==> src/rtl/addsub_pkg.sv <==
// Shared types and constants for the pipelined adder/subtractor.
package addsub_pkg;

    typedef enum logic [1:0] {
        OP_ADDS   = 2'b00,
        OP_SUBS   = 2'b01,
        OP_PADDSB = 2'b10,
        OP_ADDW   = 2'b11
    } op_e;

    localparam int LANE  = 4;
    localparam int MAX_W = 64;

    // Largest positive two's-complement value of width w (0111..1).
    function automatic logic [MAX_W-1:0] sat_max(input int w);
        sat_max = (MAX_W'(1) << (w - 1)) - MAX_W'(1);
    endfunction

    // Most negative two's-complement value of width w (1000..0).
    function automatic logic [MAX_W-1:0] sat_min(input int w);
        sat_min = MAX_W'(1) << (w - 1);
    endfunction

endpackage

==> src/rtl/addsub_pipe_if.sv <==
// Operand/result handshake bundle for addsub_pipe.
// master drives operands and consumes results; slave is the arithmetic block.
interface addsub_pipe_if
    import addsub_pkg::*;
#(
    parameter int WIDTH = 16
);
    logic             in_valid;
    logic             in_ready;
    logic [WIDTH-1:0] a;
    logic [WIDTH-1:0] b;
    op_e              op;
    logic             out_valid;
    logic             out_ready;
    logic [WIDTH-1:0] result;
    logic             flag_z;
    logic             flag_v;
    logic             flag_n;

    modport master (
        output in_valid, a, b, op, out_ready,
        input  in_ready, out_valid, result, flag_z, flag_v, flag_n
    );

    modport slave (
        input  in_valid, a, b, op, out_ready,
        output in_ready, out_valid, result, flag_z, flag_v, flag_n
    );
endinterface

==> src/rtl/cla_nib.sv <==
// 4-bit carry-lookahead lane. Group generate/propagate do not depend on
// cin, so lanes can be chained without a combinational loop through them.
module cla_nib (
    input  logic [3:0] a,
    input  logic [3:0] b,
    input  logic       cin,
    output logic [3:0] sum,
    output logic       g,
    output logic       p,
    output logic       c3,
    output logic       ovf
);
    logic [3:0] gi;
    logic [3:0] pi;
    logic       c1;
    logic       c2;
    logic       cout;

    assign gi = a & b;
    assign pi = a ^ b;
    assign g  = gi[3] | (pi[3] & gi[2]) | (pi[3] & pi[2] & gi[1])
              | (pi[3] & pi[2] & pi[1] & gi[0]);
    assign p  = &pi;

    // Lookahead carries, lane sum and signed overflow of the lane.
    always_comb begin
        c1   = gi[0] | (pi[0] & cin);
        c2   = gi[1] | (pi[1] & gi[0]) | (pi[1] & pi[0] & cin);
        c3   = gi[2] | (pi[2] & gi[1]) | (pi[2] & pi[1] & gi[0])
             | (pi[2] & pi[1] & pi[0] & cin);
        cout = g | (p & cin);
        sum  = pi ^ {c3, c2, c1, cin};
        ovf  = c3 ^ cout;
    end
endmodule

==> src/rtl/addsub_pipe.sv <==
// Two-stage signed add/sub: stage 1 adds the low half, stage 2 adds the high
// half with the registered carry and applies saturate/wrap/lane modes.
module addsub_pipe
    import addsub_pkg::*;
#(
    parameter int WIDTH = 16
) (
    input  logic         clk,
    input  logic         rst_n,
    addsub_pipe_if.slave bus
);
    localparam int HW    = WIDTH / 2;
    localparam int NIB   = HW / LANE;
    localparam int LANES = WIDTH / LANE;

    localparam logic [WIDTH-1:0] SAT_MAX  = WIDTH'(sat_max(WIDTH));
    localparam logic [WIDTH-1:0] SAT_MIN  = WIDTH'(sat_min(WIDTH));
    localparam logic [LANE-1:0]  LANE_MAX = LANE'(sat_max(LANE));
    localparam logic [LANE-1:0]  LANE_MIN = LANE'(sat_min(LANE));

    // stage 1 datapath
    logic             is_sub;
    logic             is_paddsb;
    logic [WIDTH-1:0] b_eff;
    logic [NIB-1:0]   lo_c, lo_g, lo_p, lo_c3, lo_ovf;
    logic [HW-1:0]    lo_sum;
    logic             lo_cout;

    // stage 1 registers
    logic             s1_valid_q, s1_valid_d;
    logic [HW-1:0]    lo_sum_q, lo_sum_d;
    logic             carry_q, carry_d;
    op_e              op_q, op_d;
    logic [HW-1:0]    a_hi_q, a_hi_d;
    logic [HW-1:0]    b_hi_q, b_hi_d;
    logic [NIB-1:0]   lo_sat_q, lo_sat_d;

    // stage 2 datapath
    logic             s2_paddsb;
    logic [NIB-1:0]   hi_c, hi_g, hi_p, hi_c3, hi_ovf;
    logic [HW-1:0]    hi_sum;
    logic [WIDTH-1:0] raw;
    logic [LANES-1:0] lane_sat;
    logic [WIDTH-1:0] res;
    logic             res_v, res_z, res_n;

    // output registers
    logic             out_valid_q, out_valid_d;
    logic [WIDTH-1:0] result_q, result_d;
    logic             flag_z_q, flag_z_d;
    logic             flag_v_q, flag_v_d;
    logic             flag_n_q, flag_n_d;

    logic             s2_adv;
    logic             in_ready;
    logic             unused_c3;

    // Subtraction is a + ~b + 1, so b is inverted here and cin forced high.
    always_comb begin
        is_sub    = (bus.op == OP_SUBS);
        is_paddsb = (bus.op == OP_PADDSB);
        b_eff     = is_sub ? ~bus.b : bus.b;
    end

    for (genvar i = 0; i < NIB; i++) begin : g_lo
        cla_nib u_nib (
            .a   (bus.a[i*LANE +: LANE]),
            .b   (b_eff[i*LANE +: LANE]),
            .cin (lo_c[i]),
            .sum (lo_sum[i*LANE +: LANE]),
            .g   (lo_g[i]),
            .p   (lo_p[i]),
            .c3  (lo_c3[i]),
            .ovf (lo_ovf[i])
        );
    end

    // Low-half carry chain; PADDSB isolates every lane so nothing crosses.
    always_comb begin
        logic c;
        c = is_sub;
        for (int i = 0; i < NIB; i++) begin
            lo_c[i] = c;
            c       = is_paddsb ? 1'b0 : (lo_g[i] | (lo_p[i] & c));
        end
        lo_cout = c;
    end

    assign s2_paddsb = (op_q == OP_PADDSB);

    for (genvar i = 0; i < NIB; i++) begin : g_hi
        cla_nib u_nib (
            .a   (a_hi_q[i*LANE +: LANE]),
            .b   (b_hi_q[i*LANE +: LANE]),
            .cin (hi_c[i]),
            .sum (hi_sum[i*LANE +: LANE]),
            .g   (hi_g[i]),
            .p   (hi_p[i]),
            .c3  (hi_c3[i]),
            .ovf (hi_ovf[i])
        );
    end

    // High-half carry chain seeded by the carry registered out of stage 1.
    always_comb begin
        logic c;
        c = carry_q;
        for (int i = 0; i < NIB; i++) begin
            hi_c[i] = c;
            c       = s2_paddsb ? 1'b0 : (hi_g[i] | (hi_p[i] & c));
        end
    end

    // Lane overflow already folds carry-into-MSB in, so the raw taps are spare.
    assign unused_c3 = ^{lo_c3, hi_c3};

    // Mode selection: on overflow the raw MSB is the inverse of the true sign,
    // which picks the clamp value for both whole-word and per-lane saturation.
    always_comb begin
        raw      = {hi_sum, lo_sum_q};
        lane_sat = {hi_ovf, lo_sat_q};
        res      = raw;
        res_v    = 1'b0;
        case (op_q)
            OP_ADDS, OP_SUBS: begin
                res_v = hi_ovf[NIB-1];
                if (res_v) begin
                    res = raw[WIDTH-1] ? SAT_MAX : SAT_MIN;
                end
            end
            OP_ADDW: begin
                res_v = hi_ovf[NIB-1];
            end
            OP_PADDSB: begin
                res_v = |lane_sat;
                for (int l = 0; l < LANES; l++) begin
                    if (lane_sat[l]) begin
                        res[l*LANE +: LANE] = raw[l*LANE + LANE - 1] ? LANE_MAX : LANE_MIN;
                    end
                end
            end
            default: ;
        endcase
        res_z = (res == '0);
        res_n = s2_paddsb ? 1'b0 : res[WIDTH-1];
    end

    // Stage 1 refills whenever its contents can move on; the output register
    // advances whenever it is empty or being consumed.
    always_comb begin
        s2_adv      = !out_valid_q || bus.out_ready;
        in_ready    = !s1_valid_q || s2_adv;

        s1_valid_d  = s1_valid_q;
        lo_sum_d    = lo_sum_q;
        carry_d     = carry_q;
        op_d        = op_q;
        a_hi_d      = a_hi_q;
        b_hi_d      = b_hi_q;
        lo_sat_d    = lo_sat_q;
        out_valid_d = out_valid_q;
        result_d    = result_q;
        flag_z_d    = flag_z_q;
        flag_v_d    = flag_v_q;
        flag_n_d    = flag_n_q;

        if (in_ready) begin
            s1_valid_d = bus.in_valid;
            if (bus.in_valid) begin
                lo_sum_d = lo_sum;
                carry_d  = lo_cout;
                op_d     = bus.op;
                a_hi_d   = bus.a[WIDTH-1:HW];
                b_hi_d   = b_eff[WIDTH-1:HW];
                lo_sat_d = lo_ovf;
            end
        end

        if (s2_adv) begin
            out_valid_d = s1_valid_q;
            if (s1_valid_q) begin
                result_d = res;
                flag_z_d = res_z;
                flag_v_d = res_v;
                flag_n_d = res_n;
            end
        end
    end

    // Stage 1 pipeline register.
    always_ff @(posedge clk or negedge rst_n) begin
        if (!rst_n) begin
            s1_valid_q <= 1'b0;
            lo_sum_q   <= '0;
            carry_q    <= 1'b0;
            op_q       <= OP_ADDS;
            a_hi_q     <= '0;
            b_hi_q     <= '0;
            lo_sat_q   <= '0;
        end else begin
            s1_valid_q <= s1_valid_d;
            lo_sum_q   <= lo_sum_d;
            carry_q    <= carry_d;
            op_q       <= op_d;
            a_hi_q     <= a_hi_d;
            b_hi_q     <= b_hi_d;
            lo_sat_q   <= lo_sat_d;
        end
    end

    // Output register; holds steady while the consumer stalls.
    always_ff @(posedge clk or negedge rst_n) begin
        if (!rst_n) begin
            out_valid_q <= 1'b0;
            result_q    <= '0;
            flag_z_q    <= 1'b0;
            flag_v_q    <= 1'b0;
            flag_n_q    <= 1'b0;
        end else begin
            out_valid_q <= out_valid_d;
            result_q    <= result_d;
            flag_z_q    <= flag_z_d;
            flag_v_q    <= flag_v_d;
            flag_n_q    <= flag_n_d;
        end
    end

    assign bus.in_ready  = in_ready;
    assign bus.out_valid = out_valid_q;
    assign bus.result    = result_q;
    assign bus.flag_z    = flag_z_q;
    assign bus.flag_v    = flag_v_q;
    assign bus.flag_n    = flag_n_q;
endmodule
==> src/flat_wrapper.sv <==
// flat-port wrapper written by rule: the top's interface ports become plain ports
module addsub_pipe_flat import addsub_pkg::*;
#(
    parameter int WIDTH = 16
)
  (clk, rst_n, bus_in_valid, bus_a, bus_b, bus_op, bus_out_ready, bus_in_ready, bus_out_valid, bus_result, bus_flag_z, bus_flag_v, bus_flag_n);
  addsub_pipe_if #(.WIDTH(WIDTH)) bus_i ();
  input  logic clk;
  input  logic rst_n;
  input wire logic [$bits(bus_i.in_valid)-1:0] bus_in_valid;
  input wire logic [$bits(bus_i.a)-1:0] bus_a;
  input wire logic [$bits(bus_i.b)-1:0] bus_b;
  input wire logic [$bits(bus_i.op)-1:0] bus_op;
  input wire logic [$bits(bus_i.out_ready)-1:0] bus_out_ready;
  output wire logic [$bits(bus_i.in_ready)-1:0] bus_in_ready;
  output wire logic [$bits(bus_i.out_valid)-1:0] bus_out_valid;
  output wire logic [$bits(bus_i.result)-1:0] bus_result;
  output wire logic [$bits(bus_i.flag_z)-1:0] bus_flag_z;
  output wire logic [$bits(bus_i.flag_v)-1:0] bus_flag_v;
  output wire logic [$bits(bus_i.flag_n)-1:0] bus_flag_n;
  assign bus_i.in_valid = bus_in_valid;
  assign bus_i.a = bus_a;
  assign bus_i.b = bus_b;
  assign bus_i.op = bus_op;
  assign bus_i.out_ready = bus_out_ready;
  assign bus_in_ready = bus_i.in_ready;
  assign bus_out_valid = bus_i.out_valid;
  assign bus_result = bus_i.result;
  assign bus_flag_z = bus_i.flag_z;
  assign bus_flag_v = bus_i.flag_v;
  assign bus_flag_n = bus_i.flag_n;
  addsub_pipe #(.WIDTH(WIDTH)) u_core (.clk(clk), .rst_n(rst_n), .bus(bus_i));
endmodule
==> config.mk <==
export PLATFORM = sky130hd
export DESIGN_NAME = addsub_pipe_flat
export DESIGN_NICKNAME = d
export VERILOG_FILES = /design/src/rtl/addsub_pkg.sv /design/src/rtl/addsub_pipe_if.sv /design/src/rtl/cla_nib.sv /design/src/rtl/addsub_pipe.sv /design/src/flat_wrapper.sv
export SDC_FILE = /design/constraint.sdc
export NUM_CORES = 1
export LEC_CHECK = 0
export ABC_CLOCK_PERIOD_IN_PS = 2540
export CORE_MARGIN = 1
export CORE_UTILIZATION = 30
export DETAILED_ROUTE_END_ITERATION = 10
export DONT_BUFFER_PORTS = 1
export GPL_TIMING_DRIVEN = 0
export HOLD_SLACK_MARGIN = 0.15
export PLACE_DENSITY = 0.45
export SLEW_MARGIN = 15
export SYNTH_ARGS = -nofsm -noshare
export SYNTH_HDL_FRONTEND = slang
export SYNTH_SLANG_ARGS = --single-unit
==> constraint.sdc <==
create_clock -name clk -period 2.54 [get_ports clk]
set_input_delay 0.508 -clock clk [delete_from_list [all_inputs] [get_ports clk]]
set_output_delay 0.508 -clock clk [all_outputs]
set_load 0.1 [all_outputs]
## Word level (Yosys, flattened, before mapping)

Cells that the tools add are included.
W data, S select, Z words.

- Word-level logic and storage cells: 166
- Input port bits: 38
- Output and inout port bits: 21
- Flip-flop bits (word level): 50

- Reduce and logical (&&, ||, !) cells: 15
- Bitwise logic cells: 117
- Multiplexer cells: 17
- Equality and inequality tests: 5

Operators with widths:

| kind | number |
|---|---|
| $and A1 B1 Y1 | 60 |
| $mux W16 | 3 |
| $or A1 B1 Y1 | 40 |
| $mux W4 | 8 |
| $pmux W16 S2 | 1 |
| $xor A4 B4 Y4 | 8 |
| $and A4 B4 Y4 | 4 |
| $logic_not A16 Y1 | 1 |
| $not A16 Y16 | 1 |
| $reduce_and A4 Y1 | 4 |
| $eq A2 B2 Y1 const B | 3 |
| $eq A2 B1 Y1 const B | 2 |
| $mux W1 | 4 |
| $reduce_and A2 Y1 | 2 |
| $reduce_or A4 Y1 | 1 |
| $xor A1 B1 Y1 | 4 |
| $reduce_or A3 Y1 | 1 |
| $logic_not A1 Y1 | 2 |
| $logic_not A2 Y1 | 1 |
| $logic_or A1 B1 Y1 | 2 |
| $pmux W1 S2 | 1 |
| $reduce_or A2 Y1 | 1 |

## Depth between registers and ports, before layout

- Word-level depth: 14
- Mapped depth: 12
- Mapped depth without buffers: 10

## Cells and area by module

A second synthesis with hierarchy kept.

- Cell total of the unflattened synthesis: 309
- Area, all modules: 3131.8 sq um

By module, submodules not included:

| module | times used | area an instance (sq um) | sequential area each (sq um) | cells an instance |
|---|---|---|---|---|
| addsub_pipe | 1 | 2401.1 | 1251.2 | 225 |
| cla_nib | 4 | 182.7 | 0.0 | 21 |

## Worst setup path after synthesis

No wires, ideal clock.

- Path kind: input to register
- Start: input bus_op[1]
- End: register u_core.lo_sum_q[6]
- Setup slack: -0.731 ns
- Library setup time: 0.133 ns
- Required time: 2.407 ns
- Path buffers: 2
- Stages on the path: 12
- Data arrival time: 3.138 ns
- Cell sequence: nand2b_1 > clkbuf_1 > clkbuf_1 > xnor2_1 > ha_1 > and3b_1 > o21a_1 > o21ai_0 > a21oi_1 > a21o_1 > a2111oi_0 > nor2_1

- Cells in the longest elaborated chain, start to end: 12
- Elaborated cells on any way between the ends: 25
- Those cells by class: eq/ne: 2; mux: 2; bitwise: 20; reduce/logical: 1

Ends and longest elaborated chain:

| item | RTL line | source |
|---|---|---|
| start: declaration | flat_wrapper.sv:13 | `input wire logic [$bits(bus_i.op)-1:0] bus_op;` |
| $eq A2 B1 Y1 | addsub_pipe.sv:60 | `is_sub = (bus.op == OP_SUBS);` |
| $mux W16 | addsub_pipe.sv:62 | `b_eff = is_sub ? ~bus.b : bus.b;` |
| $xor A4 B4 Y4 / $and A4 B4 Y4 (equally long branches) | cla_nib.sv:20, cla_nib.sv:19 |  |
| $and A1 B1 Y1 (on tied branches) | cla_nib.sv:21, cla_nib.sv:22 |  |
| $or A1 B1 Y1 (tied with other cells) | cla_nib.sv:21 | `assign g = gi[3] \| (pi[3] & gi[2]) \| (pi[3] & pi[2] & gi[1])` |
| $or A1 B1 Y1 / $and A1 B1 Y1 (equally long branches) | cla_nib.sv:21, cla_nib.sv:22 |  |
| $or A1 B1 Y1 | cla_nib.sv:22 | `\| (pi[3] & pi[2] & pi[1] & gi[0]);` |
| $or A1 B1 Y1 | addsub_pipe.sv:84 | `c = is_paddsb ? 1'b0 : (lo_g[i] \| (lo_p[i] & c));` |
| $mux W1 | addsub_pipe.sv:84 |  |
| $and A1 B1 Y1 | cla_nib.sv:28 | `c2 = gi[1] \| (pi[1] & gi[0]) \| (pi[1] & pi[0] & cin);` |
| $or A1 B1 Y1 | cla_nib.sv:28 |  |
| $xor A4 B4 Y4 (*) | cla_nib.sv:32 | `sum = pi ^ {c3, c2, c1, cin};` |
| end signal: assignment | addsub_pipe.sv:202 | `lo_sum_q <= lo_sum_d;` |
| end: declaration | addsub_pipe.sv:31 | `logic [HW-1:0] lo_sum_q, lo_sum_d;` |

Every way passes the cells marked *; elsewhere a longest branch is shown, timed or not.
A chain may end at the register's enable or synchronous reset.

## Worst setup path in the final report

- Start: register u_core.a_hi_q[0]
- End: register u_core.flag_z_q (netlist: u_core.bus.flag_z)

- Cells in the longest elaborated chain, start to end: 12
- Elaborated cells on any way between the ends: 40
- Those cells by class: mux: 8; bitwise: 30; reduce/logical: 2

Ends and longest elaborated chain:

| item | RTL line | source |
|---|---|---|
| start: declaration | addsub_pipe.sv:34 | `logic [HW-1:0] a_hi_q, a_hi_d;` |
| start signal: assignment | addsub_pipe.sv:205 | `a_hi_q <= a_hi_d;` |
| $xor A4 B4 Y4 / $and A4 B4 Y4 (equally long branches) | cla_nib.sv:20, cla_nib.sv:19 |  |
| $reduce_and A4 Y1 / $and A1 B1 Y1 (equally long branches) | cla_nib.sv:23, cla_nib.sv:22 |  |
| $and A1 B1 Y1 / $or A1 B1 Y1 (equally long branches) | cla_nib.sv:31, addsub_pipe.sv:110, cla_nib.sv:22 |  |
| $or A1 B1 Y1 | cla_nib.sv:31, addsub_pipe.sv:110 |  |
| $mux W1 | addsub_pipe.sv:110 | `c = s2_paddsb ? 1'b0 : (hi_g[i] \| (hi_p[i] & c));` |
| $and A1 B1 Y1 | cla_nib.sv:30 | `\| (pi[2] & pi[1] & pi[0] & cin);` |
| $or A1 B1 Y1 | cla_nib.sv:30 |  |
| $xor A4 B4 Y4 | cla_nib.sv:32 |  |
| $mux W16 / $mux W4 (equally long branches) | addsub_pipe.sv:128, addsub_pipe.sv:138 |  |
| $mux W16 / $mux W4 (equally long branches) | addsub_pipe.sv:127, addsub_pipe.sv:137 |  |
| $pmux W16 S2 (*) | addsub_pipe.sv:124 | `case (op_q)` |
| $logic_not A16 Y1 (*) | addsub_pipe.sv:144 | `res_z = (res == '0);` |
| end signal: assignment | addsub_pipe.sv:222 | `flag_z_q <= flag_z_d;` |
| end: declaration | addsub_pipe.sv:50 | `logic flag_z_q, flag_z_d;` |

Marks and branches as above.

==> results.txt <==
The number of global-route vias before repair is 2,724. The achievable clock frequency is 359 MHz. Entering global routing, the biggest net connects 51 pins. The repair_antennas step left the layout with diodes totalling 0. The total clock sinks came out at 50. The detailed router placed 2,726 vias in this run. The most frequently used flop master after synthesis is dfrtp_1.

The worst hold path belongs to the class in -> reg. The category of the most critical setup path is reg -> reg. For this run, the number of Yosys warnings is 0.

The number of pins exceeding their max-slew limit in the final report came out at 0. After detailed routing, the number of vias per cell comes to 5.04. In the layout the commonest cells are dfrtp_1 (49), nand2_1 (44), buf_4 (22). In this run the worst setup path begins at u_core.a_hi_q[0]. The slowest cell on the critical path is fa_1. The number of filler cells placed in the layout came out at 1,051. The estimated wirelength of the detail-placed design came out at 6380 um. Data on the critical path is required at its endpoint by 2.79 ns.

Traced cell by cell, the critical path runs through ha_1 -> a211o_1 -> a21o_1 -> a21oi_2 -> nor2_2 -> fa_1 -> nor2_1 -> nand4_1 -> nor4bb_1 -> a32o_2. The data arrival time of the critical path came out at 3.03 ns. The xor and xnor fraction of the mapped netlist area came out at 0.0810. The number of nets in the finished design is 461. The ratio of cells with drive above 1 in the final layout is 0.356.

The count of pins on the block boundary came out at 59. Headroom to the max-slew limit came out at 0.188. The share of the clock period used by the worst path came out at 1.10. The floorplan die height is 106 um. The area fraction in compound gates after synthesis is 0.217. The wire length of the first global-routing pass came out at 14,200 um.

The DRC violation count after routing is 0. The final hold violation count was 0. The post-synth net total is 422. The footprint of the flip-flops and latches came out at 1250 um2. Input and output buffers added on the ports amount to 0.

The register area share after synthesis is 0.386. The insertion delay to the later sink of the worst-skew pair is 0.31 ns. The number of enable-type register cells in the synthesized netlist is 0. The instance area after placement is 3500 um2. The initial core utilization came out at 0.311.

The floorplan step defined a die boundary enclosing 11,200 um2. Of the post-synthesis cell area, the dominant cell type holds 0.386. For this run, the total global-route usage over all layers was measured as 0.159. The detailed router finished its first iteration with 89 violations. The area fraction in and, or, nand and nor cells after synthesis came out at 0.187. The number of buffers and inverters on the critical path is 0.

In the final routed layout, each cell accounts on average for 17.0 um. The H-tree depth came out at 2. On the critical path the largest part of the delay comes from compound AO/OA/AOI/OAI gates. The clock-pin slew on the worst setup and hold paths came out at 0.10 ns. The final instance area is 4460 um2. The worst flop-to-flop path endpoint is u_core.bus.flag_z. The average cell area after synthesis is 8.89 um2. The multiplexer share of the synthesized area is 0.0208.

The instance count on the critical path came out at 10. The tree is rooted in a clkbuf_8. The final-report setup violation count came out at 12.

The library cell used most frequently in the layout, excluding fill and tap cells, is dfrtp_1. The worst clock skew came out at 0.00440 ns. The checks that failed: negative setup slack. The reg2reg setup slack is -0.24 ns.

The delay of the slowest critical-path stage came out at 0.53 ns. After synthesis the netlist holds a flip-flop and latch count of 50. The number of violations of the max-capacitance limit came out at 0. The area occupied by multi-input gates came out at 2340 um2. The layer flagged by global routing as most heavily used is met2. The initial antenna violation count is 0. The number of distinct standard cells referenced by the synthesized netlist is 58. The maximum buffer depth of the clock tree came out at 2.

The slew at the pin with the worst max-slew slack is 1.21 ns. After synthesis the cells add up to 3240 um2. The proportion of synthesized flip-flops having asynchronous set or reset is 1.00. The number of core rows came out at 37. For met1 alone, demand over resource in global routing was 0.222. In this run the worst path has a maximum fanout of 3. The summed negative setup slack over all endpoints is -1.21 ns. The number of cells produced by synthesis is 365. The met2 demand-to-capacity share in global routing is 0.256. The number of iterations in the first detailed-routing pass is 4. Of the total synthesized cell area, the portion taken by full adders, half adders and majority gates is 0.0802. STA classifies the critical path endpoint as a register. Following the worst setup path forward leads to its endpoint at u_core.bus.flag_z. The last weighted congestion value of the routability-driven placer came out at 0.803. The flow ran to the end, but the final reports show violations. Relative to the synthesized area, the layout overhead comes to 37.4%. Power spread over the standard cell area amounts to 985 nW/um2.

Once detail routing completed, the nets flagged for antenna violations numbered 0. In this run the static leakage power is 1.89 nW. The worst reg2reg path depth came out at 10.

The floorplan die width is 106 um. The largest total area in the synthesized netlist belongs to dfrtp_1. The worst register-to-register path begins at u_core.a_hi_q[0]. The TritonCTS clock tree is yes. The maximum vdd ir drop is 315 uV. The combinational family with the most area after synthesis is compound AO/OA/AOI/OAI gates. At the placement stage, the worst setup path has a slack of -0.405 ns. Setup repair after global routing could not meet its margin everywhere. The worst setup path is launched from a register. In the post-route analysis, the smallest setup slack over all paths is -0.243 ns. The total area inside the core boundary comes to 10,400 um2.

The wire length reported by the detailed router came out at 9180 um. The post-layout minimum cycle time came out at 2.78 ns. The total clock buffers created by CTS came out at 5. The global-route met3 utilization came out at 0.0276. The final global-route overflow total came out at 0. By area the synthesized netlist is led by dfrtp_1 (39%), nand2_1 (8.6%), ha_1 (6.2%).
-- routing by layer --
| layer | part of all wire | up-vias |
|---|---|---|
| li1 | - | 1364 |
| met1 | 0.46 | 1290 |
| met2 | 0.48 | 61 |
| met3 | 0.043 | 11 |
| met4 | 0.016 | 0 |
| met5 | 0 | - |
-- sequential cells by signal (all words and copies together), names as in the netlist, 2 cells and up --
signal             flops
u_core.lo_sat_q        2
u_core.lo_sum_q        8
u_core.bus.result     16
u_core.a_hi_q          8
u_core.op_q            2
u_core.b_hi_q          8
-- worst reg2reg max path: stages (launching register included) --
cell	delay [ns]
dfrtp_1	0.41
ha_1	0.29
a211o_1	0.32
a21o_1	0.21
a21oi_2	0.13
nor2_2	0.05
fa_1	0.53
nor2_1	0.12
nand4_1	0.15
nor4bb_1	0.31
a32o_2	0.20
-- cell usage after synthesis (all sizes together) (2+ instances only) --
| master | n |
|---|---|
| or3 | 2 |
| buf | 5 |
| ha | 16 |
| nand2b | 8 |
| fa | 3 |
| o21ai | 38 |
| nand2 | 74 |
| nor2b | 5 |
| a31oi | 3 |
| inv | 2 |
| a31o | 2 |
| a2111oi | 2 |
| nor2 | 21 |
| nand3 | 5 |
| o211ai | 8 |
| and2 | 5 |
| clkbuf | 14 |
| a211oi | 4 |
| a21oi | 23 |
| o21a | 10 |
| mux2i | 4 |
| xor2 | 15 |
| xnor2 | 15 |
| a21o | 3 |
| o31ai | 2 |
| dfrtp | 50 |
| nor3 | 6 |
-- area by class of cell --
| class | count | area share |
|---|---|---|
| tap | 136 | 0.0382 |
| buffer | 17 | 0.0398 |
| clock buffer | 6 | 0.0185 |
| timing repair buffer | 34 | 0.0822 |
| sequential | 50 | 0.281 |
| multi-input combinational | 294 | 0.525 |
| clock inverter | 2 | 0.0135 |
| inverter | 2 | 0.00168 |
-- worst min path at each step --
stage / start / endpoint / depth (start not counted)
finish: bus_op[1] / u_core.op_q[1] / 2
global placement: rst_n / u_core.lo_sum_q[2] / 0
global route: bus_op[1] / u_core.op_q[1] / 2
floorplan: rst_n / u_core.a_hi_q[0] / 0
CTS: bus_a[8] / u_core.a_hi_q[0] / 2
detailed placement: rst_n / u_core.lo_sum_q[2] / 0
-- metrics by stage --
step,hold WS (ns),power (mW),util,std cells
4_1_cts,0.288,4.07,0.377,526
3_3_place_gp,0.215,3.14,0.336,501
6_report,0.292,4.39,0.428,541
2_1_floorplan,0.212,2.88,-,365
3_5_place_dp,0.215,3.16,0.336,501
5_1_grt,0.279,4.62,0.428,541
-- what timing repair did --
item	4_1_cts	5_1_grt
cloned	2	2
pin swaps	32	36
hold buffers	2	0
setup endpoints to repair	43	46
setup buffers	14	15
endpoints found under the hold margin	50	0
gates resized for setup	51	107
-- power by group --
part	switching [mW]	internal [mW]
Sequential	1.09	0.978
Combinational	0.844	0.768
Clock	0.291	0.421
-- cells by family after synthesis --
logic type                 count (synthesis)
and+or+nand+nor                          133
AOI/OAI and AO/OA                        107
DFF                                       50
xor gates and xnor gates                  30
buffers and inverters                     21
adders and majority gates                 19
muxes                                      5
Note: power is estimated with default switching activity, not from simulation.
